## config.mk

```make
export PLATFORM = sky130hd
export DESIGN_NAME = gcd_sched
export DESIGN_NICKNAME = d
export VERILOG_FILES = /design/src/rtl/gcd_sched.sv
export SDC_FILE = /design/constraint.sdc
export NUM_CORES = 1
export LEC_CHECK = 0
export CAP_MARGIN = 30
export CORE_MARGIN = 2
export CORE_UTILIZATION = 40
export CTS_BUF_LIST = sky130_fd_sc_hd__clkbuf_8
export CTS_CLUSTER_DIAMETER = 60
export DETAILED_ROUTE_END_ITERATION = 16
export DONT_BUFFER_PORTS = 1
export HOLD_SLACK_MARGIN = 0.1
export PLACE_DENSITY = 0.51
export SYNTH_ARGS = -nofsm -noshare
export SYNTH_HDL_FRONTEND = slang
export SYNTH_SLANG_ARGS = --single-unit
```

## constraint.sdc

```tcl
create_clock -name clk -period 5.2 [get_ports clk]
set_input_delay 0.78 -clock clk [delete_from_list [all_inputs] [get_ports clk]]
set_output_delay 0.78 -clock clk [all_outputs]
set_load 0.005 [all_outputs]
```

## src/rtl/gcd_sched.sv

```systemverilog
// gcd_sched: two-requester subtractive GCD engine with an IDLE/CALC/DONE scheduler
//   WIDTH              operand/result width
//   clk, rst_n         clock, asynchronous active-low reset
//   req0/a0/b0         requester 0 level request and operands
//   req1/a1/b1         requester 1 level request and operands
//   gnt0, gnt1         one-cycle grant pulses (operands captured at that edge)
//   busy               high while not IDLE
//   res/res_valid/res_id  result, one-cycle strobe, owning requester
//   GCD_SCHED_RR_EN    defined: round-robin arbitration; undefined: req0 fixed priority
module gcd_sched #(
  parameter int WIDTH = 16
) (
  input  logic             clk,
  input  logic             rst_n,
  input  logic             req0,
  input  logic [WIDTH-1:0] a0,
  input  logic [WIDTH-1:0] b0,
  input  logic             req1,
  input  logic [WIDTH-1:0] a1,
  input  logic [WIDTH-1:0] b1,
  output logic             gnt0,
  output logic             gnt1,
  output logic             busy,
  output logic [WIDTH-1:0] res,
  output logic             res_valid,
  output logic             res_id
);
  typedef enum logic [1:0] {IDLE, CALC, DONE} state_t;
  state_t state_q, state_d;
  logic [WIDTH-1:0] x_q, x_d, y_q, y_d, res_q, res_d;
  logic gnt0_q, gnt0_d, gnt1_q, gnt1_d, busy_q, busy_d;
  logic res_valid_q, res_valid_d, res_id_q, res_id_d, id_q, id_d;
  logic win, fin;
`ifdef GCD_SCHED_RR_EN
  logic last_q, last_d;
  // on a tie, serve whoever was not served last
  assign win = (req0 && req1) ? ~last_q : req1;
`else
  logic unused_last;
  assign unused_last = 1'b0;
  assign win = ~req0;
`endif
  assign fin = (x_q == '0) || (y_q == '0) || (x_q == y_q);
  always_comb begin
    state_d     = state_q;
    x_d         = x_q;
    y_d         = y_q;
    res_d       = res_q;
    id_d        = id_q;
    res_id_d    = res_id_q;
    gnt0_d      = 1'b0;
    gnt1_d      = 1'b0;
    res_valid_d = 1'b0;
`ifdef GCD_SCHED_RR_EN
    last_d      = last_q;
`endif
    if (state_q == IDLE && (req0 || req1)) begin
      state_d = CALC;
      x_d     = win ? a1 : a0;
      y_d     = win ? b1 : b0;
      gnt0_d  = ~win;
      gnt1_d  = win;
      id_d    = win;
`ifdef GCD_SCHED_RR_EN
      last_d  = win;
`endif
    end else if (state_q == CALC && fin) begin
      state_d     = DONE;
      res_d       = (x_q == '0) ? y_q : x_q;
      res_valid_d = 1'b1;
      res_id_d    = id_q;
    end else if (state_q == CALC) begin
      x_d = (x_q > y_q) ? x_q - y_q : x_q;
      y_d = (x_q > y_q) ? y_q : y_q - x_q;
    end else if (state_q == DONE) begin
      state_d = IDLE;
    end
    busy_d = (state_d != IDLE);
  end
  always_ff @(posedge clk or negedge rst_n) begin
    if (!rst_n) begin
      state_q     <= IDLE;
      x_q         <= '0;
      y_q         <= '0;
      res_q       <= '0;
      id_q        <= 1'b0;
      res_id_q    <= 1'b0;
      gnt0_q      <= 1'b0;
      gnt1_q      <= 1'b0;
      busy_q      <= 1'b0;
      res_valid_q <= 1'b0;
`ifdef GCD_SCHED_RR_EN
      last_q      <= 1'b1;
`endif
    end else begin
      state_q     <= state_d;
      x_q         <= x_d;
      y_q         <= y_d;
      res_q       <= res_d;
      id_q        <= id_d;
      res_id_q    <= res_id_d;
      gnt0_q      <= gnt0_d;
      gnt1_q      <= gnt1_d;
      busy_q      <= busy_d;
      res_valid_q <= res_valid_d;
`ifdef GCD_SCHED_RR_EN
      last_q      <= last_d;
`endif
    end
  end
  assign gnt0      = gnt0_q;
  assign gnt1      = gnt1_q;
  assign busy      = busy_q;
  assign res       = res_q;
  assign res_valid = res_valid_q;
  assign res_id    = res_id_q;
endmodule

```

==> results of run 1 <==
==> registers in the layout, summed over array words and instances (netlist names) <==
signal,cells
busy,1
state_q,2
gnt0,1
res_id,1
gnt1,1
x_q,16
res_valid,1
y_q,16
id_q,1
res,16
==> worst max-delay path, cell delays in order (launching register included) <==
cell and delay [ns]:
dfrtp_1 0.44, inv_1 0.07, ha_1 0.22, fa_1 0.38, nand2b_2 0.22, a211oi_2 0.29
o21ai_1 0.19, o21a_1 0.23, o31ai_4 0.55, buf_4 0.43, a211oi_1 0.09, a21oi_1 0.14
==> kinds of logic (layout without fill, tap and decap cells) <==
family / after synthesis / in the layout
xor gates and xnor gates: 21 / 21
and+or+nand+nor: 149 / 149
AOI/OAI and AO/OA: 181 / 181
buffers and inverters: 69 / 46
muxes: 31 / 31
DFF: 56 / 56
adders and majority gates: 33 / 33
==> final cells by class <==
class / count / area, µm²
Fill cell: 1156 / 6640
Timing Repair Buffer: 5 / 37.5
Clock inverter: 3 / 46.3
Clock buffer: 5 / 68.8
Sequential cell: 56 / 1400
Inverter: 33 / 124
Tap cell: 143 / 179
Multi-Input combinational cell: 415 / 2970
==> routing by layer <==
layer / global-route usage [%] / vias up / share of wire, %
met5: 0 / - / 0
li1: - / 1865 / -
met1: 30.9 / 1789 / 51
met4: 4.96 / 0 / 1.8
met3: 2.59 / 17 / 4.8
met2: 30.4 / 124 / 42
==> how the worst max path moves through the flow <==
stage	from	end	slack [ns]	cells after the start
floorplan	x_q[0]	y_q[14]	2.69	11
global placement	x_q[11]	x_q[9]	1.98	10
detailed placement	x_q[0]	y_q[8]	1.87	11
CTS	x_q[0]	y_q[8]	1.83	11
global route	x_q[0]	y_q[8]	1.63	11
finish	x_q[0]	y_q[8]	1.87	11
==> per-stage QoR <==
step | hold WS, ns | setup slack [ns]
4_1_cts | 0.123 | 1.83
6_report | 0.134 | 1.87
3_5_place_dp | 0.477 | 1.87
2_1_floorplan | 0.444 | 2.69
3_3_place_gp | 0.456 | 1.98
5_1_grt | 0.115 | 1.63
==> cell usage after synthesis (9+ instances only) <==
cell type / n
a211oi_2: 18
a21oi_1: 50
a21oi_2: 28
buf_4: 10
dfrtp_1: 56
ha_1: 31
inv_1: 33
mux2i_1: 23
nand2_1: 34
nor2_1: 60
nor4_1: 9
o21a_1: 9
o21ai_0: 25
o21ai_1: 15
xnor2_1: 12
xor2_1: 9
==> summary.md, run 1 <==
| Metric | Value |
|---|---|
| Synth Area in Adders | 9.08% |
| Synthesis-to-layout area growth | 2.39% |
| Placed instance area | 4710 µm² |
| Layout cell share with drive strength beyond 1 | 15.1% |
| Mean Syn Cell Area | 8.73 µm² |
| FF-to-FF End | y_q[8] |
| CP arrival | 3.58 ns |
| Measured slew at the worst slew-check pin | between 0.7 and 0.8 ns |
| Std cell rows | 39 |
| Synthesized area | ~4700 µm² |
| DP Wirelength | 9510 µm |
| GRT overflow | 0 |
| Antenna diodes | 0 |
| Commonest non-fill, non-tap cell in the layout | nor2_1 |
| Pre-antenna DRT Iters | 4 |
| Achievable frequency | 300 MHz |
| #FFs+latches synth | 56 |
| Syn nets | about 640 |
| Crit-path max FO | 20 |
| Util after Layout | 42.1% |
| Sequential share of the synthesized area | 29.7% |
| # hold bufs at CTS | 0 |
| Wire per inst | 18.8 µm |
| DRT Wirelength | 12400 µm |
| GRT Util Overall | between 20% and 30% |
| Synth cell types | 54 |
| Synth Area in Simple Gates | 15.3% |
| Largest net degree at the start of global routing | 57 |
| Gates resized, CTS repair | 0 |
| Critical Path RT | 5.45 ns |
| Synth Instances | 540 |
| Compound-cell area share of the yosys netlist | 27.9% |
| Die H | 113 µm |
| Post-Layout Cell Count | 660 |
| Dominant cell type by area after synthesis | dfrtp_1 |
| Largest family of logic cells by synthesized area | compound AO/OA/AOI/OAI gates |
| Most frequent cells in the layout | 60 x nor2_1, 56 x dfrtp_1, 50 x a21oi_1, 34 x nand2_1, 33 x inv_1 |
| Drt first-iter violations | about 190 |
| Run status | complete, no violations |
| Vias in the first global route | approximately 3800 |
| Max Buffers Root-to-Sink | 2 |
| Worst Reg-to-Reg Cells | 11 |
| TritonCTS clock tree | yes |
| Residual DRC count | 0 |
| Post-synth ARST share | 100% |
| Mean number of vias per cell | 5.75 |
| Reg2reg start | x_q[0] |
| Die W | 113 µm |
| Ports | 89 |
| Final setup fails | 0 |
| Initial antenna violation count | 0 |
| Placer Congestion | 0.889 |
| First-pass GRT wire length | slightly above 20000 µm |
| FF-to-FF setup slack | 1.87 ns |
| Synth top area share | 29.7% |
| Ys flop type | dfrtp_1 |
| Critical path class | reg -> reg |
| Setup TNS | 0 ns |
| Placed insts | 652 |
| DIE AREA | 12700 µm² |
| Core ar. | between 10000 and 15000 µm² |
| Worst Hold Class | in -> async |
| Worst clock skew | ~0.011 ns |
| CTS clk-pin slew, worst paths | 0.11 ns |
| Post-Synth XOR/XNOR Area | 3.90% |
| Fin area | 4820 µm² |
| Later-pin clock latency in the skew report | 0.32 ns |
| Total Nets Final | approximately 600 |
| Clk sinks | 56 |
| Max_slew headroom | roughly half |
| Multiplexer share of the synthesized area | 6.80% |
| Unrepaired setup endpoints after global routing | no |
| Minimum clock period | about 3.3 ns |
| Num CTS Buffers | 5 |
| DRT antenna net count | 0 |
| Vias | 3795 |
| Synth warnings | 0 |
| IO Port Bufs | 0 |
| Post-CTS Setup Bufs | 0 |
| Crit share post-route | around 64% |
| H-tree levels | 2 |
| Synth top area cells | dfrtp_1 30%, ha_1 8.2%, a21oi_1 5.3% |
| Initial Utilization | between 40% and 50% |
| Crit path launch type | register |
| MaxCap Viol Count | 0 |
| Endpoints failing hold | 0 |
| CTS Root Cell | clkbuf_8 |
| CP endpoint kind | register |
| EDFF count, synth | 0 |
| Final Max Slew Viols | 0 |
Power of run 1 is left out: the tool's default activity adds up to more than one toggle a clock period on the data nets, which glitch-free logic cannot reach.
==> inputs of run 2 (changes only) <==
ABC_AREA = 1   (was unset)
clock period = 3.3 ns   (was 5.2 ns; I/O delays follow)
==> summary.md, run 2 <==
| Metric | Value |
|---|---|
| Run status | complete, no violations |
| EDFF count, synth | 0 (unchanged) |
| Worst path bufs/invs | 2 (unchanged) |
| Antenna diodes | 0 (unchanged) |
| Pre-antenna DRT Iters | 5 (+1) |
| # hold bufs at CTS | 2 (+2) |
| Worst Reg-to-Reg Cells | 14 (+3) |
| PnR worst setup slack | 0.668 ns (-1.20 ns) |
| Num CTS Buffers | 5 (unchanged) |
| Wire per inst | 17.0 µm (-9.6%) |
| DRT Wirelength | 15800 µm (+27%) |
| Die W | 115 µm (+2.3%) |
| Pre-CTS setup slack | 0.725 ns (-1.14 ns) |
| Residual DRC count | 0 (unchanged) |
| Synth cell types | 31 (-43%) |
| DIE AREA | 13200 µm² (+4.6%) |
| Std cell rows | 40 (+2.6%) |
| Most frequent cells after synthesis | 331 x nand2_1, 118 x inv_1, 57 x nand3_1, 56 x dfrtp_1, 50 x nor2_1 |
| Core ar. | 12000 µm² (+4.7%) |
| H-tree levels | 2 (unchanged) |
| Critical path's slowest cell | a21oi_4 |
| Setup TNS | 0 ns (unchanged) |
| Worst Hold Class | in -> reg |
| Crit path top cell by count | nand2_2 |
| CP peak stage delay | 0.50 ns (-0.05 ns) |
| Synth Area in Adders | 8.67% (-0.41 points) |
| Sequential share of the synthesized area | 28.4% (-1.3 points) |
| Worst setup path end | x_q[15] |
| Synth top area share | 28.4% (-1.3 points) |
| Synth Instances | 790 (+46%) |
| Fin area | 5120 µm² (+6.2%) |
| Gates resized, CTS repair | 0 (unchanged) |
| IO Port Bufs | 0 (unchanged) |
| Later-pin clock latency in the skew report | 0.33 ns (about the same) |
| Final setup fails | 0 (unchanged) |
| #FFs+latches synth | 56 (unchanged) |
| GRT overflow | 0 (unchanged) |
| Crit path launch type | register |
| Placer Congestion | 0.917 (+3.1%) |
| Reg2reg start | x_q[0] |
| Compound-cell area share of the yosys netlist | 9.15% (-19 points) |
| Placed instance area | 5000 µm² (+6.1%) |
| CTS Root Cell | clkbuf_8 |
| First-pass GRT wire length | 25300 µm (+23%) |
| Most common cell in the netlist | nand2_1 |
| Most frequent cells in the layout | 331 x nand2_1, 119 x inv_1, 57 x nand3_1, 56 x dfrtp_1, 50 x nor2_1 |
| MaxCap Viol Count | 0 (unchanged) |
| Post-synth ARST share | 100% (unchanged) |
| TritonCTS clock tree | yes |
| Endpoints failing hold | 0 (unchanged) |
| Synthesis-to-layout area growth | 3.83% |
| CP Depth | 14 (+3) |
| Syn nets | 891 (+39%) |
| Minimum clock period | 2.63 ns (-0.699 ns) |
| Worst clock skew | 0.0191 ns (+0.00795 ns) |
| Mean Syn Cell Area | 6.25 µm² (-28%) |
| Post-Synth XOR/XNOR Area | 0.710% (-3.2 points) |
| FF-to-FF End | x_q[15] |
| Clk sinks | 56 (unchanged) |
| Dominant cell type by area after synthesis | dfrtp_1 |
| Worst path cell trace | inv_1 -> ha_1 -> fa_1 -> inv_1 -> nand2_1 -> nand2_2 -> nand2_2 -> nand2_2 -> nand2_1 -> nand2_2 -> nand2_2 -> a21oi_4 -> nand2_1 -> nand2_1 |
| Vias | 4851 (+28%) |
| Commonest non-fill, non-tap cell in the layout | nand2_1 |
| FF-to-FF setup slack | 0.67 ns (-1.20 ns) |
| Ys flop type | dfrtp_1 |
| CP arrival | 2.90 ns (-0.68 ns) |
| Mean number of vias per cell | 5.23 (-9.0%) |
| DRT antenna net count | 0 (unchanged) |
| Beginning of the critical path | x_q[0] |
| Largest net degree at the start of global routing | 57 (unchanged) |
| Layout cell share with drive strength beyond 1 | 6.15% (-8.9 points) |
| Critical path class | reg -> reg |
| Synth warnings | 0 (unchanged) |
| Filler Cell Count | 1335 (+15%) |
| Vias in the first global route | 4649 (+22%) |
| Final Max Slew Viols | 0 (unchanged) |
| Crit-path max FO | 16 (-20%) |
| Multiplexer share of the synthesized area | 0% (-6.8 points) |
| CP endpoint kind | register |
| Largest family of logic cells by synthesized area | simple AND/OR/NAND/NOR gates |
| Ports | 89 (unchanged) |
| Synthesized area | 4940 µm² (+4.8%) |
| Worst path top cell family by delay | simple AND/OR/NAND/NOR gates |
| Synth top area cells | dfrtp_1 28%, nand2_1 25%, inv_1 9.0% |
| Unrepaired setup endpoints after global routing | no |
| Util after Layout | 42.7% (+0.59 points) |
| Crit share post-route | 79.8% (+16 points) |
| Die H | 115 µm (+2.3%) |
| Total Nets Final | 880 (+43%) |
| Max_slew headroom | 46.8% (-4.8 points) |
| DP Wirelength | 12700 µm (+34%) |
| HP Start | req1 |
| Measured slew at the worst slew-check pin | 0.797 ns (+0.0719 ns) |
| Initial antenna violation count | 0 (unchanged) |
| Synth Area in Simple Gates | 40.4% (+25 points) |
| Max Buffers Root-to-Sink | 2 (unchanged) |
| Critical Path RT | 3.56 ns (-1.89 ns) |
| GRT Util Overall | 25.0% (+4.7 points) |
| Achievable frequency | 380 MHz (+27%) |
| Drt first-iter violations | 389 (+110%) |
| CTS clk-pin slew, worst paths | 0.12 ns (about the same) |
| Post-CTS Setup Bufs | 0 (unchanged) |
| Initial Utilization | 41.1% (about the same) |
## run 2: layout make-up
type / count / area, µm² / area share (%)
Sequential cell: 56 / 1400 / 27.3
Inverter: 129 / 484 / 9.45
Tap cell: 147 / 184 / 3.59
Clock buffer: 5 / 68.8 / 1.34
Multi-Input combinational cell: 582 / 2910 / 56.7
Clock inverter: 3 / 20.0 / 0.391
Timing Repair Buffer: 5 / 60.1 / 1.17
## run 2: how the worst min path moves through the flow
stage,cells past startpoint,endpoint
2_1_floorplan,0,busy
3_3_place_gp,0,y_q[0]
3_5_place_dp,0,res[0]
4_1_cts,2,busy
5_1_grt,2,busy
6_report,2,busy
## run 2: per-stage QoR
stage          hold WS, ns  std cells
3_3_place_gp         0.201        917
3_5_place_dp         0.201        917
4_1_cts              0.377        927
5_1_grt              0.407        927
6_report             0.378        927
2_1_floorplan        0.199        790
## run 2: per-layer routing
metal	global-route usage [%]	vias to the layer above	routed length, µm
li1	-	2422	-
met1	37.8	2289	8130
met2	38.7	130	6790
met3	2.53	10	721
met4	4.90	0	153
met5	0	-	0
## run 2: cell families after synthesis
logic type,Yosys count
and+or+nand+nor,476
DFF,56
buffers and inverters,152
AOI/OAI and AO/OA,69
xor gates and xnor gates,4
adders and majority gates,33
## run 2: worst register-to-register path, cell delays in order, from the launching register on
cell and delay (ns):
dfrtp_1 0.42, inv_1 0.11, ha_1 0.25, fa_1 0.41, inv_1 0.13, nand2_1 0.08, nand2_2 0.11, nand2_2 0.07
nand2_2 0.07, nand2_1 0.06, nand2_2 0.08, nand2_2 0.07, a21oi_4 0.50, nand2_1 0.13, nand2_1 0.08
Power of run 2 is left out for the same reason.
